**src/rtl/cpu_out_uart_tx.sv**
```systemverilog
// Output-port sink: queues 32-bit store words in a FIFO and sends each as four UART bytes,
// LSB byte first. Define CPU_OUT_TX_PARITY_EN for 8E1 framing instead of 8N1.
module cpu_out_uart_tx #(
  parameter int unsigned CLK_DIV    = 868,
  parameter int unsigned FIFO_DEPTH = 8
) (
  input  logic        CLK,
  input  logic        Reset,
  input  logic        WrStb,
  input  logic [31:0] WrData,
  output logic        Full,
  output logic        Busy,
  output logic        Overflow,
  output logic        TxD
);

  localparam int unsigned PtrW  = $clog2(FIFO_DEPTH);
  localparam int unsigned BaudW = $clog2(CLK_DIV);
  localparam logic [BaudW-1:0] BaudLast = BaudW'(CLK_DIV - 1);
  localparam logic [PtrW:0]    CntFull  = (PtrW + 1)'(FIFO_DEPTH);

  typedef enum logic [2:0] {
    StIdle,
    StLoad,
    StStart,
    StData,
`ifdef CPU_OUT_TX_PARITY_EN
    StParity,
`endif
    StStop
  } state_e;

  logic [31:0]      mem_q [FIFO_DEPTH];
  logic [PtrW-1:0]  wr_ptr_q, rd_ptr_q;
  logic [PtrW:0]    count_q;
  logic             overflow_q;
  logic             push, pop;

  state_e           state_q;
  logic [31:0]      shreg_q;
  logic [7:0]       cur_byte;
  logic [1:0]       byte_idx_q;
  logic [2:0]       bit_idx_q;
  logic [BaudW-1:0] baud_q;
  logic             baud_end;
  logic             txd_q;

  // Full comes from the registered count, so a same-cycle pop never admits a push.
  assign Full     = (count_q == CntFull);
  assign push     = WrStb & ~Full;
  assign pop      = (state_q == StLoad);
  assign cur_byte = shreg_q[7:0];
  assign baud_end = (baud_q == BaudLast);

  assign Busy     = (state_q != StIdle) | (count_q != '0);
  assign Overflow = overflow_q;
  assign TxD      = txd_q;

  always_ff @(posedge CLK) begin
    if (push) mem_q[wr_ptr_q] <= WrData;
  end

  always_ff @(posedge CLK or posedge Reset) begin
    if (Reset) begin
      wr_ptr_q   <= '0;
      rd_ptr_q   <= '0;
      count_q    <= '0;
      overflow_q <= 1'b0;
    end else begin
      if (push) wr_ptr_q <= wr_ptr_q + 1'b1;
      if (pop)  rd_ptr_q <= rd_ptr_q + 1'b1;
      if (push && !pop)      count_q <= count_q + 1'b1;
      else if (!push && pop) count_q <= count_q - 1'b1;
      if (WrStb && Full) overflow_q <= 1'b1;
    end
  end

  always_ff @(posedge CLK or posedge Reset) begin
    if (Reset) begin
      state_q    <= StIdle;
      shreg_q    <= '0;
      byte_idx_q <= '0;
      bit_idx_q  <= '0;
      baud_q     <= '0;
      txd_q      <= 1'b1;
    end else begin
      case (state_q)
        StIdle: begin
          if (count_q != '0) state_q <= StLoad;
        end
        StLoad: begin
          shreg_q    <= mem_q[rd_ptr_q];
          byte_idx_q <= '0;
          baud_q     <= '0;
          txd_q      <= 1'b0;
          state_q    <= StStart;
        end
        StStart: begin
          if (baud_end) begin
            baud_q    <= '0;
            bit_idx_q <= '0;
            txd_q     <= cur_byte[0];
            state_q   <= StData;
          end else begin
            baud_q <= baud_q + 1'b1;
          end
        end
        StData: begin
          if (baud_end) begin
            baud_q <= '0;
            if (bit_idx_q == 3'd7) begin
`ifdef CPU_OUT_TX_PARITY_EN
              txd_q   <= ^cur_byte;
              state_q <= StParity;
`else
              txd_q   <= 1'b1;
              state_q <= StStop;
`endif
            end else begin
              bit_idx_q <= bit_idx_q + 3'd1;
              txd_q     <= cur_byte[bit_idx_q + 3'd1];
            end
          end else begin
            baud_q <= baud_q + 1'b1;
          end
        end
`ifdef CPU_OUT_TX_PARITY_EN
        StParity: begin
          if (baud_end) begin
            baud_q  <= '0;
            txd_q   <= 1'b1;
            state_q <= StStop;
          end else begin
            baud_q <= baud_q + 1'b1;
          end
        end
`endif
        StStop: begin
          if (baud_end) begin
            baud_q <= '0;
            if (byte_idx_q != 2'd3) begin
              // Next byte of the same word follows with no idle gap.
              byte_idx_q <= byte_idx_q + 2'd1;
              shreg_q    <= {8'h00, shreg_q[31:8]};
              txd_q      <= 1'b0;
              state_q    <= StStart;
            end else begin
              state_q <= StIdle;
            end
          end else begin
            baud_q <= baud_q + 1'b1;
          end
        end
        default: state_q <= StIdle;
      endcase
    end
  end

endmodule
```
**config.mk**
```make
export PLATFORM = sky130hd
export DESIGN_NAME = cpu_out_uart_tx
export DESIGN_NICKNAME = d
export VERILOG_FILES = /design/src/rtl/cpu_out_uart_tx.sv
export SDC_FILE = /design/constraint.sdc
export NUM_CORES = 1
export LEC_CHECK = 0
export ABC_AREA = 1
export BUFFER_PORTS_ARGS = -buffer_cell sky130_fd_sc_hd__buf_2
export CORE_MARGIN = 2
export CORE_UTILIZATION = 49
export CTS_CLUSTER_DIAMETER = 200
export DETAILED_ROUTE_END_ITERATION = 16
export PLACE_DENSITY = 0.75
export SYNTH_ARGS = -nofsm -noshare
export SYNTH_HDL_FRONTEND = slang
export SYNTH_SLANG_ARGS = --single-unit
```
**constraint.sdc**
```tcl
create_clock -name CLK -period 5.5 [get_ports CLK]
set_input_delay 0.825 -clock CLK [delete_from_list [all_inputs] [get_ports CLK]]
set_output_delay 0.825 -clock CLK [all_outputs]
set_load 0.05 [all_outputs]
```
## Word level (Yosys, flattened, before mapping)

Memories as Yosys holds them, arrays and structs flattened.
Cells that the tools add are included.

- Register bits: 62
- Bits in writable memories: 256
- Bits of input ports: 35
- Word-level logic and storage cells: 86
- Memories: 1

Memories:

| name | words | width | rd ports | clocked after memory_dff | write ports | RTL line | RTL |
|---|---|---|---|---|---|---|---|
| mem_q | 8 | 32 | 1 | 0 | 1 | 33 | `logic [31:0] mem_q [FIFO_DEPTH];` |

- Add/sub/neg operators: 7
- Magnitude comparators: 1
- Equality and inequality tests: 15
- Multiplexer cells: 31
- Bitwise operators: 3
- Reductions and logical operators: 18

Operators with widths:

| kind | number |
|---|---|
| $mux 32 | 2 |
| $pmux 32 s2 | 1 |
| $mux 3 | 8 |
| $pmux 10 s2 | 1 |
| $ne 2x2->1 const B | 8 |
| $pmux 3 s5 | 1 |
| $add 10x1->10 const B | 1 |
| $eq 10x10->1 const B | 1 |
| $mux 10 | 1 |
| $reduce_and 5->1 | 2 |
| $add 3x1->3 const B | 3 |
| $mux 1 | 8 |
| $mux 4 | 2 |
| $reduce_bool 2->1 | 4 |
| $reduce_bool 4->1 | 2 |
| $eq 3x2->1 const B | 2 |
| $eq 3x3->1 const B | 2 |
| $mux 2 | 3 |
| $pmux 3 s2 | 1 |
| $add 4x1->4 const B | 1 |
| $eq 4x4->1 const B | 1 |
| $lt 3x4->1 const B | 1 |
| $pmux 1 s4 | 1 |
| $pmux 2 s2 | 1 |
| 14 further kinds | 17 |

## Depth between registers and ports, before layout

Gate-level depths: netlist of run 1.

- Depth in word-level cells: 7
- Mapped depth: 12

## Least setup slack after synthesis of run 1

Ideal clock, no wire load.

- Path type: input -> register
- From: input port WrStb
- To: memory mem_q[0][0], enable pin
- Data arrival time: 2.569 ns
- Path slack: 2.510 ns
- Stages on the path: 3
- Path buffers: 0
- Path through: nand2_1 -> or2_2 -> nor2_1

- Word-level cells in the longest chain between the ends: 3

Ends and longest elaborated chain:

| what | RTL line | RTL |
|---|---|---|
| start: declaration | 9 | `input logic WrStb,` |
| $and 1x1->1 | 50 | `assign push = WrStb & ~Full;` |
| $mux 1 | 60 | `if (push) mem_q[wr_ptr_q] <= WrData;` |
| $mux 1 (not written as such) | 60 |  |
| end: declaration | 33 |  |

Every way passes these cells.

## Final worst setup path of run 1

- From: register state_q[0]
- To: register shreg_q[5]

- Word-level cells in the longest chain between the ends: 3
- Elaborated cells between the ends (all ways): 7
- Those cells by class: 4 x eq/ne; 1 x mux; 2 x reduce/logical

Ends and longest elaborated chain:

| what | RTL line | RTL |
|---|---|---|
| start: declaration | 39 | `state_e state_q;` |
| start signal: assignment | 80 | `state_q <= StIdle;` |
| start signal: assignment | 89 | `if (count_q != '0) state_q <= StLoad;` |
| start signal: assignment | 96 | `state_q <= StStart;` |
| $eq 3x3->1 / $eq 3x1->1 (equally long branches) | 87 | `case (state_q)` |
| $ne 2x2->1 (no source line) / $reduce_bool 2->1 (equally long branches) | n/a |  |
| $reduce_and 3->1 (no source line) | n/a |  |
| end signal: assignment | 92 | `shreg_q <= mem_q[rd_ptr_q];` |
| end signal: assignment | 144 | `shreg_q <= {8'h00, shreg_q[31:8]};` |
| end: declaration | 40 | `logic [31:0] shreg_q;` |

Parallel ways exist; a longest one is shown, timed or not.
A chain may end at the register's enable or synchronous reset.

==> out/metrics.csv, run 1 <==
metric,value,unit
Synth area leader,edfxtp_1,
post-cts resize count,0,
filler instances,2158,
Tcrit/Tclk final,0.573,
clk buf depth,3,
"Largest stage delay, worst path",0.73,ns
final hold vios,0,
setup ws final,2.35,ns
cell breakdown of the critical path,inv_2 > nand3_4 > inv_2 > nand2_2 > nand2_2 > a21oi_4 > inv_2 > nand2_1 > nand2_1,
synthesized flop and latch total,318,
FP Rows,60,
port bufs,38,
DRT iter0 DRCs,835,
synthesized area per cell,11.2,um^2
Max Cap Violations,0,
"EDFF count, synth",256,
Worst Path Required,5.90,ns
Worst Path Buf+Inv,3,
gr ovfl total,0,
Seq. cell area,9250,um^2
top sig layer,met4,
Final #Nets,1247,
area of the multi-input gates,3540,um^2
Top Family by Delay on Critical Path,simple AND/OR/NAND/NOR gates,
register area share after synthesis,0.700,
pwr dens,401,nW/um^2
Initial Utilization,0.494,
r2r setup slk,2.35,ns
Crit. path cell count,9,
die height,168,um
antenna-violating nets left,0,
drt via density,5.58,
initial antenna violation count,1,
Max Clk Rate,0.317,GHz
final estimated routing congestion in global placement,0.782,
RSZ-0062 raised after global routing,no,
core area,26700,um^2
Worst Setup Start Kind,register,
share of layout cells above drive strength 1,0.107,
top post-synthesis cells by area,"edfxtp_1 58%, dfrtp_1 12%, nand2_1 7.3%",
Area growth syn-to-layout,12.5,%
CTS tree,done,
metal1 wirelength,12.3,mm
later-pin clock latency in the skew report,0.52,ns
Clock Skew,0.0207,ns
"Async S/R FF share, synth",0.195,
Mapped Area,13200,um^2
Slew HR,0.103,
Worst-Margin Slew,1.34,ns
largest net degree at the start of global routing,82,
crit-path most repeated cell,inv_2,
post-synth top area share,0.582,
Final setup viols,0,
Die W,168,um
Max Transition Viols Final,0,
CP max stage cell,a21oi_4,
Hold/Removal Path Class,reg2reg,
Clock Sinks,318,
status,finished clean,
crit path time final,3.15,ns
syn_nets,1227,
drt pass-1 iters,5,
Netlist cell types,37,
Via Count,8760,
clock-pin slew on the worst setup and hold paths,0.06,ns
WL met2,14.4,mm
vias in the first global route,8710,
CTS Buf Count,35,
Mapped Cells,1182,
DRT Wirelength,29.3,mm
Crit. End Element,register,
"commonest non-fill, non-tap cells in the layout","256 x nand2_1, 256 x edfxtp_1, 164 x nor2_1",
CTS Root Cell,clkbuf_16,
VDD IR max,0.248,mV
DRC viols,0,
first-pass GRT wire length,46.9,mm
Final HPWL DP,15.8,mm
Hold Crit Depth,1,
dpl ws,2.41,ns
leakage,5.67,nW
DR WL/cell,18.7,um
# hold bufs at CTS,0,
H-tree Lvls,2,
Die Area,28300,um^2
yosys warns,0,
critical path class,reg2reg,
Worst R2R Path Depth,9,
worst-path fanout max,44,
met3 WL,1.84,mm
# IOs,39,
post-CTS setup buffer count,0,
CP Data Arrival Time,3.55,ns
total track usage,0.212,
dominant synthesized flop cell,edfxtp_1,
setup tns final,0,ns
synth_stat cells, types with 2 or more instances:
cell type / instances
xor2_1: 4
buf_4: 3
inv_1: 43
xnor2_1: 3
and3_1: 8
nand2_2: 3
nand4_1: 4
o211ai_1: 17
a21oi_1: 18
buf_2: 26
nor3_1: 4
nand2_1: 256
edfxtp_1: 256
clkbuf_1: 28
or2_2: 8
dfrtp_1: 61
nor2_1: 172
buf_1: 3
ha_1: 9
o21ai_1: 5
inv_2: 6
o22ai_1: 3
nand3_2: 3
nand3_4: 2
o21ai_0: 100
nand3_1: 126
cell type report:
cell class / count / area share
inverter: 49 / 0.0124
multi-input combinational: 753 / 0.239
antenna: 1 / 0.000169
clock inverter: 18 / 0.0169
tap: 341 / 0.0287
clock buffer: 45 / 0.0643
timing repair buffer: 45 / 0.0163
sequential: 318 / 0.623
cell families after synthesis:
kind of cell | share of synthesized area
xor gates and xnor gates | 0.00464
AOI/OAI and AO/OA | 0.0606
and+or+nand+nor | 0.188
DFF | 0.700
buffers and inverters | 0.0363
adders and majority gates | 0.0100
muxes | 0.000853
through the flow:
step                cells  hold slack [ns]  power, mW  utilization  cell area [um^2]
floorplan            1182            0.441       3.35            -             13200
global placement     1506            0.437       3.55        0.510             13600
detailed placement   1506            0.439       3.58        0.510             13600
CTS                  1569            0.451       5.98        0.556             14800
global route         1569            0.467       6.15        0.556             14800
finish               1570            0.448       5.96        0.556             14900
worst reg2reg max path, stage by stage, from the launching register on:
cell and delay, ns:
dfrtp_1 0.44, inv_2 0.08, nand3_4 0.43, inv_2 0.32, nand2_2 0.17, nand2_2 0.07, a21oi_4 0.73, inv_2 0.52
nand2_1 0.19, nand2_1 0.08
registers in the layout, summed over array words and instances (netlist names):
register    cells
mem_q         256
shreg_q        32
baud_q         10
count_q         4
bit_idx_q       3
rd_ptr_q        3
state_q         3
wr_ptr_q        3
byte_idx_q      2
Overflow        1
TxD             1
power by group:
group / internal [mW] / switching, mW / total (mW)
combinational: 0.117 / 0.388 / 0.505
clock: 1.51 / 0.921 / 2.43
sequential: 2.94 / 0.0818 / 3.02
total: 4.57 / 1.39 / 5.96
worst paths after layout:
check,startpoint,to
hold reg to reg,Overflow,Overflow
setup reg to reg,state_q[0],shreg_q[5]
max in group asynchronous,Reset,rd_ptr_q[0]
setup / recovery,state_q[0],shreg_q[5]
min in group asynchronous,Reset,baud_q[9]
hold / removal,Overflow,Overflow
layer usage:
| metal | vias to the layer above | global-route usage |
|---|---|---|
| met5 | - | 0 |
| met4 | 0 | 0.0712 |
| met3 | 68 | 0.0322 |
| met2 | 313 | 0.362 |
| met1 | 4261 | 0.280 |
| li1 | 4118 | - |
(Power assumes the default switching activity.)
==> run 2: changes to the inputs <==
==> constraint.sdc (replaced) <==
create_clock -name CLK -period 2.9 [get_ports CLK]
set_input_delay 0.435 -clock CLK [delete_from_list [all_inputs] [get_ports CLK]]
set_output_delay 0.435 -clock CLK [all_outputs]
set_load 0.05 [all_outputs]
==> run 2 against run 1 <==
Effect of this change: first-iteration DRC count fell by 13%; cell count rose by 0.57%; clock-buffer cell count is 3 lower; clock power grew 71%; die area is the same; register-to-register slack worse by 1.7 ns; final area up 0.15%; critical endpoint is now count_q[3].
==> out/metrics.csv, run 2 (synthesis gave the netlist of run 1 again) <==
metric,value,unit,change
Slew HR,0.515,,was 0.103
Worst Setup Start Kind,register,,unchanged
final estimated routing congestion in global placement,0.807,,was 0.782
Crit. End Element,register,,unchanged
post-cts resize count,0,,unchanged
Placed Area,13800,um^2,"was 13,600 um^2"
die height,168,um,unchanged
Clock Sinks,318,,unchanged
vias in the first global route,8401,,"was 8,710"
"commonest non-fill, non-tap cells in the layout","256 x nand2_1, 256 x edfxtp_1, 164 x nor2_1",,unchanged
Die W,168,um,unchanged
biggest regs,"mem_q: 256 flops, shreg_q: 32 flops, baud_q: 10 flops",,unchanged
share of layout cells above drive strength 1,0.115,,was 0.107
Internal,8.28,mW,was 4.57 mW
Seq pwr share,0.525,,was 0.507
largest net degree at the start of global routing,95,,was 82
VDD IR max,0.564,mV,was 0.248 mV
critical path class,reg2reg,,unchanged
CTS Buf Count,34,,was 35
Final setup viols,0,,unchanged
# IOs,39,,unchanged
clock power share,0.383,,was 0.408
Hold/Removal Path Class,in2async,,was reg2reg
status,finished clean,,unchanged
Area growth syn-to-layout,12.6,%,was 12.5%
clk buf depth,3,,unchanged
DR WL/cell,17.9,um,was 18.7 um
DRT iter0 DRCs,725,,was 835
later-pin clock latency in the skew report,0.53,ns,was 0.52 ns
most flop-heavy register,mem_q,,unchanged
dpl ws,0.632,ns,was 2.41 ns
final hold vios,0,,unchanged
gr ovfl total,0,,unchanged
CP Data Arrival Time,2.64,ns,was 3.55 ns
Clock Skew,0.0242,ns,was 0.0207 ns
pwr dens,731,nW/um^2,was 401 nW/um^2
DRT Wirelength,28.2,mm,was 29.3 mm
Max Clk Rate,0.444,GHz,was 0.317 GHz
logic gate share of total power,0.092,,was 0.085
Worst R2R Path Depth,12,,was 9
port bufs,38,,unchanged
Via Count,8690,,"was 8,760"
initial antenna violation count,0,,was 1
ANT cells,0,,was 1
Max Transition Viols Final,0,,unchanged
antenna-violating nets left,0,,unchanged
total track usage,0.203,,was 0.212
Final HPWL DP,16.5,mm,was 15.8 mm
RSZ-0062 raised after global routing,no,,unchanged
Final Cell Area,14900,um^2,about the same
setup ws final,0.650,ns,was 2.35 ns
CTS tree,done,,unchanged
switching share of power,0.238,,was 0.233
Max Cap Violations,0,,unchanged
first-pass GRT wire length,45.0,mm,was 46.9 mm
core area,26700,um^2,unchanged
Die Area,28300,um^2,unchanged
Final #Nets,1259,,"was 1,247"
FP Rows,60,,unchanged
DRC viols,0,,unchanged
Worst-Margin Slew,0.727,ns,was 1.34 ns
setup tns final,0,ns,unchanged
CTS Root Cell,clkbuf_16,,unchanged
Tcrit/Tclk final,0.776,,was 0.573
r2r setup slk,0.65,ns,was 2.35 ns
switching power,2.59,mW,was 1.39 mW
Worst Path Required,3.29,ns,was 5.90 ns
Initial Utilization,0.494,,unchanged
worst-path fanout max,5,,was 44
# hold bufs at CTS,0,,unchanged
leakage,5.70,nW,was 5.67 nW
H-tree Lvls,2,,unchanged
clock-pin slew on the worst setup and hold paths,0.06,ns,about the same
crit path time final,2.25,ns,was 3.15 ns
drt via density,5.50,,was 5.58
drt pass-1 iters,7,,was 5
post-CTS setup buffer count,0,,unchanged
max reg flops,256,,unchanged
run 2: per-stage QoR:
step / hold slack, ns / utilization / total power, mW / instances
final: 0.0471 / 0.557 / 10.9 / 1579
after global routing: 0.111 / 0.557 / 11.3 / 1579
after CTS: 0.0561 / 0.557 / 10.9 / 1579
after detailed placement: 0.443 / 0.516 / 6.81 / 1519
after global placement: 0.433 / 0.516 / 6.77 / 1519
after floorplan: 0.441 / - / 6.35 / 1182
run 2: power groups by stage:
stage	registers [mW]	logic, mW	clock network (mW)
floorplan	5.81	0.540	0
global placement	5.78	0.992	0
detailed placement	5.80	1.02	0
CTS	5.71	1.02	4.22
global route	5.75	1.11	4.39
finish	5.70	1.00	4.16
run 2: worst max-delay path, cell delays in order (launching register included):
cell and delay [ns]:
dfrtp_1 0.43, nor2_1 0.17, nand3_1 0.11, nand2_1 0.12, inv_1 0.10, ha_1 0.20
inv_1 0.14, ha_1 0.29, a21oi_1 0.14, nand2_1 0.07, a21oi_1 0.11, o21ai_0 0.11
xnor2_1 0.13
run 2: path summary, 6_finish.rpt:
kind                            start          end
hold / removal                  Reset  shreg_q[17]
setup reg to reg           count_q[0]   count_q[3]
setup / recovery           count_q[0]   count_q[3]
hold reg to reg              Overflow     Overflow
min in group CLK                WrStb     Overflow
max in group asynchronous       Reset          TxD
run 2: metal layers:
metal,vias to the layer above,global-route usage,share of wire
met4,0,0.0723,0.024
met5,-,0,0
li1,4143,-,-
met2,305,0.338,0.49
met1,4197,0.275,0.42
met3,45,0.0313,0.068
run 2: layout make-up:
cell class	count	area [um^2]
Fill cell	2157	11900
Tap cell	341	427
Multi-Input combinational cell	753	3540
Clock inverter	18	179
Clock buffer	42	891
Inverter	49	184
Timing Repair Buffer	58	403
Sequential cell	318	9250
